--- config.mk ---
export PLATFORM = sky130hd
export DESIGN_NAME = riscv_core_rf_mp
export DESIGN_NICKNAME = d
export VERILOG_FILES = /design/src/rtl/riscv_core_rf_mp.sv
export SDC_FILE = /design/constraint.sdc
export NUM_CORES = 2
export LEC_CHECK = 0
export BUFFER_PORTS_ARGS = -buffer_cell sky130_fd_sc_hd__buf_2
export CAP_MARGIN = 20
export CORE_ASPECT_RATIO = 1.5
export CORE_MARGIN = 2
export CORE_UTILIZATION = 55
export CTS_CLUSTER_DIAMETER = 100
export DETAILED_ROUTE_END_ITERATION = 8
export PLACE_DENSITY = 0.75
export RECOVER_POWER = 50
export SETUP_SLACK_MARGIN = 0.1
export SLEW_MARGIN = 40
export SYNTH_ARGS = -nofsm -noshare
export SYNTH_HDL_FRONTEND = slang
export SYNTH_SLANG_ARGS = --single-unit
--- constraint.sdc ---
create_clock -name i_rf_clk -period 5.4 [get_ports i_rf_clk]
set_input_delay 0.81 -clock i_rf_clk [delete_from_list [all_inputs] [get_ports i_rf_clk]]
set_output_delay 0.81 -clock i_rf_clk [all_outputs]
set_load 0.02 [all_outputs]
--- src/rtl/riscv_core_rf_mp.sv ---
// riscv_core_rf_mp: multi-port integer register file for the RV32IMC pipeline.
// Two write ports (0 = WB, 1 = M-unit writeback), NRD combinational read ports,
// a post-reset init sequencer that loads sp/gp, a per-register pending
// scoreboard for long-latency M-ops and a registered write-conflict pulse.
// Optional feature macro: RF_BYPASS_EN (same-cycle write-to-read bypass).
module riscv_core_rf_mp #(
    parameter int XLEN = 32,
    parameter int NREG = 32,
    parameter int NRD  = 2,
    parameter logic [XLEN-1:0] SP_INIT = 32'h7FFF_FFF0,
    parameter logic [XLEN-1:0] GP_INIT = 32'h1000_0000,
    localparam int AW = $clog2(NREG)
) (
    input  logic                i_rf_clk,
    input  logic                i_rf_rst_n,
    input  logic [NRD*AW-1:0]   i_rf_ra,
    output logic [NRD*XLEN-1:0] o_rf_rd,
    output logic [NRD-1:0]      o_rf_busy,
    input  logic                i_rf_we0,
    input  logic [AW-1:0]       i_rf_wa0,
    input  logic [XLEN-1:0]     i_rf_wd0,
    input  logic                i_rf_we1,
    input  logic [AW-1:0]       i_rf_wa1,
    input  logic [XLEN-1:0]     i_rf_wd1,
    input  logic                i_rf_bset,
    input  logic [AW-1:0]       i_rf_baddr,
    output logic                o_rf_ready,
    output logic                o_rf_wconf
);

    typedef enum logic {
        ST_INIT  = 1'b0,
        ST_READY = 1'b1
    } state_t;

    localparam logic [AW-1:0] LAST_IDX = AW'(NREG - 1);
    localparam logic [AW-1:0] ZERO_A   = '0;

    state_t            state_reg, state_next;
    logic [AW-1:0]     idx_reg, idx_next;
    logic [NREG-1:0]   sb_reg, sb_next;
    logic              ready_reg;
    logic              wconf_reg;
    logic [XLEN-1:0]   mem [NREG];
    logic [XLEN-1:0]   init_val;
    logic              is_ready;
    logic              wr_en0;
    logic              wr_en1;
    logic              wconf_next;

    assign is_ready   = (state_reg == ST_READY);
    assign wr_en0     = is_ready && i_rf_we0 && (i_rf_wa0 != ZERO_A);
    assign wr_en1     = is_ready && i_rf_we1 && (i_rf_wa1 != ZERO_A);
    assign wconf_next = wr_en0 && wr_en1 && (i_rf_wa0 == i_rf_wa1);

    // State and init-index register; reset restarts the init sequence
    always_ff @(posedge i_rf_clk or negedge i_rf_rst_n) begin
        if (!i_rf_rst_n) begin
            state_reg <= ST_INIT;
            idx_reg   <= '0;
        end else begin
            state_reg <= state_next;
            idx_reg   <= idx_next;
        end
    end

    // Next-state: walk every index once, then park in READY forever
    always_comb begin
        state_next = state_reg;
        idx_next   = idx_reg;
        case (state_reg)
            ST_INIT: begin
                idx_next = idx_reg + AW'(1);
                if (idx_reg == LAST_IDX) begin
                    state_next = ST_READY;
                end
            end
            ST_READY: begin
                state_next = ST_READY;
            end
            default: begin
                state_next = ST_INIT;
            end
        endcase
    end

    // Init value for the entry being loaded: sp and gp get their boot values
    always_comb begin
        init_val = '0;
        if (idx_reg == AW'(2)) begin
            init_val = SP_INIT;
        end else if (idx_reg == AW'(3)) begin
            init_val = GP_INIT;
        end
    end

    // Register array; port 0 is written last so it wins an address collision
    always_ff @(posedge i_rf_clk) begin
        if (!is_ready) begin
            mem[idx_reg] <= init_val;
        end else begin
            if (wr_en1) begin
                mem[i_rf_wa1] <= i_rf_wd1;
            end
            if (wr_en0) begin
                mem[i_rf_wa0] <= i_rf_wd0;
            end
        end
    end

    // Scoreboard update: M-unit writeback clears, a new issue sets (set wins)
    always_comb begin
        sb_next = sb_reg;
        if (wr_en1) begin
            sb_next[i_rf_wa1] = 1'b0;
        end
        if (is_ready && i_rf_bset && (i_rf_baddr != ZERO_A)) begin
            sb_next[i_rf_baddr] = 1'b1;
        end
        sb_next[0] = 1'b0;
    end

    // Scoreboard, ready flag and write-conflict pulse registers
    always_ff @(posedge i_rf_clk or negedge i_rf_rst_n) begin
        if (!i_rf_rst_n) begin
            sb_reg    <= '0;
            ready_reg <= 1'b0;
            wconf_reg <= 1'b0;
        end else begin
            sb_reg    <= sb_next;
            ready_reg <= is_ready;
            wconf_reg <= wconf_next;
        end
    end

    assign o_rf_ready = ready_reg;
    assign o_rf_wconf = wconf_reg;

    // Per-port combinational read path with optional write-through bypass
    generate
        for (genvar gi = 0; gi < NRD; gi++) begin : g_rd
            logic [AW-1:0]   ra_k;
            logic [XLEN-1:0] rd_k;
            logic            busy_k;

            assign ra_k = i_rf_ra[gi*AW +: AW];

            // Read data and busy for this port; everything reads 0 until READY
            always_comb begin
                rd_k   = '0;
                busy_k = 1'b0;
                if (is_ready && (ra_k != ZERO_A)) begin
                    rd_k   = mem[ra_k];
                    busy_k = sb_reg[ra_k];
`ifdef RF_BYPASS_EN
                    if (wr_en0 && (i_rf_wa0 == ra_k)) begin
                        rd_k = i_rf_wd0;
                    end else if (wr_en1 && (i_rf_wa1 == ra_k)) begin
                        rd_k = i_rf_wd1;
                    end
                    if (wr_en1 && (i_rf_wa1 == ra_k)) begin
                        busy_k = 1'b0;
                    end
`endif
                end
            end

            assign o_rf_rd[gi*XLEN +: XLEN] = rd_k;
            assign o_rf_busy[gi]            = busy_k;
        end
    endgenerate

endmodule

==> metrics.md <==
| Metric | Value |
|---|---|
| Met2 wire len | 103000 um |
| Via count | around 47000 |
| Chip Width | ~280 um |
| Max clock buf depth | 3 |
| Worst skew pair latency | 0.73 ns |
| Final period util | 0.990 |
| Synth async-reset ratio | 0.0367 |
| Worst-path clk slew | around 0.07 ns |
| RSZ-0062 raised after global routing | false |
| DRT antenna net count | 0 |
| First-pass GRT wire length | roughly 330000 um |
| Port-buffer cells | 161 |
| Arrival time worst endpoint | 5.70 ns |
| Syn Area/Cell | roughly 13 um^2 |
| Overall power | 18.6 mW |
| H-tree levels | 3 |
| CTS buffer count | 96 |
| Top sig layer | met5 |
| CP endpoint kind | register |
| Hold WC Path Type | in2reg |
| Io pins | 162 |
| Post-Route M1 WL | 69500 um |
| Clk Tree Root Cell | clkbuf_16 |
| Worst VDD drop | 0.225 mV |
| Status | finished with violations |
| R2R Setup Slk | around 0.056 ns |
| Floorplan Core Area | around 110000 um^2 |
| Final setup vio count | 0 |
| First DRT Iteration DRCs | 8234 |
| Layout net count | 4770 |
| Synth area leader | edfxtp_1 |
| Max reg flops | 1024 |
| Post-synth EDFFs | 1024 |
| Row Count | 150 |
| DRT Pass-1 Iters | 8 |
| Synthesized netlist net count | 4896 |
| Initial antenna violation count | 18 |
| Share of Yosys cell area claimed by the top area cell type | 0.500 |
| Routed WL per cell | between 30 and 40 um |
| Worst slew pin tran | 2.72 ns |
| Tot GR Track Use | 0.407 |
| Ys flop type | edfxtp_1 |
| Final hold violation count | 0 |
| Detailed-route DRC error count | 0 |
| Die height | 414 um |
| Final Util | 0.601 |
| Gate Count Post-Synth | 4799 |
| Failing checks | max-capacitance violations, max-slew violations |
| Vias/cell | 7.63 |
| Post-Route WL | ~230000 um |
| Flops & latches, synth | 1063 |
| Routability cong. | 0.958 |
| Slew HR | -0.817 |
| Leakage | 24.8 nW |
| Placed Area | 64000 um^2 |
| Seq/Total Area, Yosys | 0.515 |
| Clock Sink Count | 1063 |
| Crit path required time | 5.76 ns |
| Critical Path Fanout Max | 32 |
| Fillers | 8469 |
| Setup TNS | 0 ns |
| WL met3 | 36600 um |
| Pins Over Slew Limit | 414 |
| Die ar. | between 100000 and 150000 um^2 |
| Setup repair bufs after CTS | 0 |
| Distinct cell type count after synthesis | 65 |
| Largest net degree at the start of global routing | 84 |
| MaxCap Viol Count | 19 |
| Power density cells | 278 nW/um^2 |
| Number of global-route vias before repair | 46200 |
| Fin Clk Skew | 0.0363 ns |
| F_max | 0.187 GHz |
| Ys Warns | 0 |
| Share of cells above drive strength 1 | 0.276 |
| Hold Buf Count CTS | 0 |
| Post-CTS Resized | 0 |
| Final Instance Area | 66900 um^2 |
| CTS tree | built |
| Synth-to-Final Area Change | 8.60% |
| CP startpoint kind | register |
| Hold_ws | 0.440 ns |
| Post-synthesis cell area | 61600 um^2 |
| Initial Utilization | 0.553 |
| Final HPWL DP | 144000 um |
| GR Overflow Total | 0 |
| CP Class | reg2reg |
| Crit path time final | 5.34 ns |
| Synth top area cells | edfxtp_1, mux4_2, mux2_2, mux2i_1, a21oi_1 |
-- logic make-up after synthesis --
group                      Yosys count  synth area share
muxes                             1090             0.267
AOI/OAI and AO/OA                 1042            0.0979
and+or+nand+nor                    973            0.0719
xor gates and xnor gates             7          0.000996
adders and majority gates            3          0.000610
buffers and inverters              621            0.0466
DFF                               1063             0.515
-- layer usage --
metal	up-vias	global-route usage
met5	-	0
met4	10	0.354
met3	1482	0.137
met2	4717	0.616
met1	22800	0.463
li1	18400	-
-- worst max-delay path, cell delays in order (launching register included) --
cell,delay (ns)
dfrtp_1,0.76
clkbuf_1,0.49
and4b_1,0.64
nand2_1,1.14
o21ai_1,1.34
buf_4,0.56
-- cells in the final DEF, fill, tap and decap left out, drive strengths merged, types with 4 or more instances in the layout --
cell type / count
nand3: 79
bufinv: 8
or3: 5
clkbuf: 161
and3: 59
dfrtp: 39
nor3: 15
nand3b: 10
xnor2: 4
o21bai: 8
mux4: 389
or3b: 4
or2: 6
and2: 12
a22oi: 251
buf: 297
nor2: 512
o31ai: 11
nand2: 157
a21oi: 548
o32a: 4
a22o: 9
clkinvlp: 5
edfxtp: 1024
a31oi: 10
clkinv: 39
o21ai: 180
diode: 19
nor3b: 7
nor2b: 11
o22ai: 6
nand2b: 6
and3b: 4
mux2i: 275
mux2: 426
inv: 62
nand4: 73
-- final cells by class --
| type | instances | area (um^2) | area share |
|---|---|---|---|
| clock buffers | 126 | 2690 | 0.0402 |
| well taps | 1444 | 1810 | 0.0270 |
| multi-input cells | 3115 | 27400 | 0.410 |
| diodes | 19 | 47.5 | 0.000711 |
| clock inverters | 49 | 452 | 0.00676 |
| inverters | 65 | 244 | 0.00365 |
| flip-flops and latches | 1063 | 31700 | 0.475 |
| repair buffers | 332 | 2470 | 0.0370 |
-- metrics by stage --
stage               worst slack, ns  instances
detailed placement             1.27       6016
global route                  0.312       6198
finish                       0.0564       6213
CTS                           0.800       6191
floorplan                     0.749       4799
global placement               1.22       6001
-- power breakdown --
part           leakage (nW)  total (mW)  internal (mW)  switching, mW
logic                  12.3        2.29          0.794           1.49
registers              11.0        9.18           9.14         0.0446
clock network          1.53        7.09           3.88           3.21
-- Yosys cell counts, types with 6 or more instances --
master    count
inv_1        36
clkbuf_1    306
nand3b_1     10
o21bai_1      8
o31ai_1      11
buf_4        27
mux4_2      389
buf_1        23
mux2i_1     275
or2_2         6
buf_6        27
mux2_4       27
mux2_2      398
a22o_1        9
and2_1       11
a31oi_1      10
o22ai_1       6
edfxtp_1   1024
a21oi_1     548
inv_2        24
nor3_1       13
nand3_1      79
nor3b_1       6
o21ai_0     179
nor2_1      506
dfrtp_1      39
nand4_1      72
buf_2       171
and3_1       59
a22oi_1     251
nand2b_1      6
nand2_1     157
nor2b_1      11
-- final timing paths --
kind                          startpoint     endpoint  cells after the start
setup / recovery                is_ready  mem[17][14]                      5
hold / removal             i_rf_baddr[0]    sb_reg[8]                      2
setup reg to reg                is_ready  mem[17][14]                      5
hold reg to reg               sb_reg[10]   sb_reg[10]                      2
max in group asynchronous     i_rf_rst_n   sb_reg[20]                      1
min in group asynchronous     i_rf_rst_n   idx_reg[2]                      1
Power figures use the tool's default switching activity.
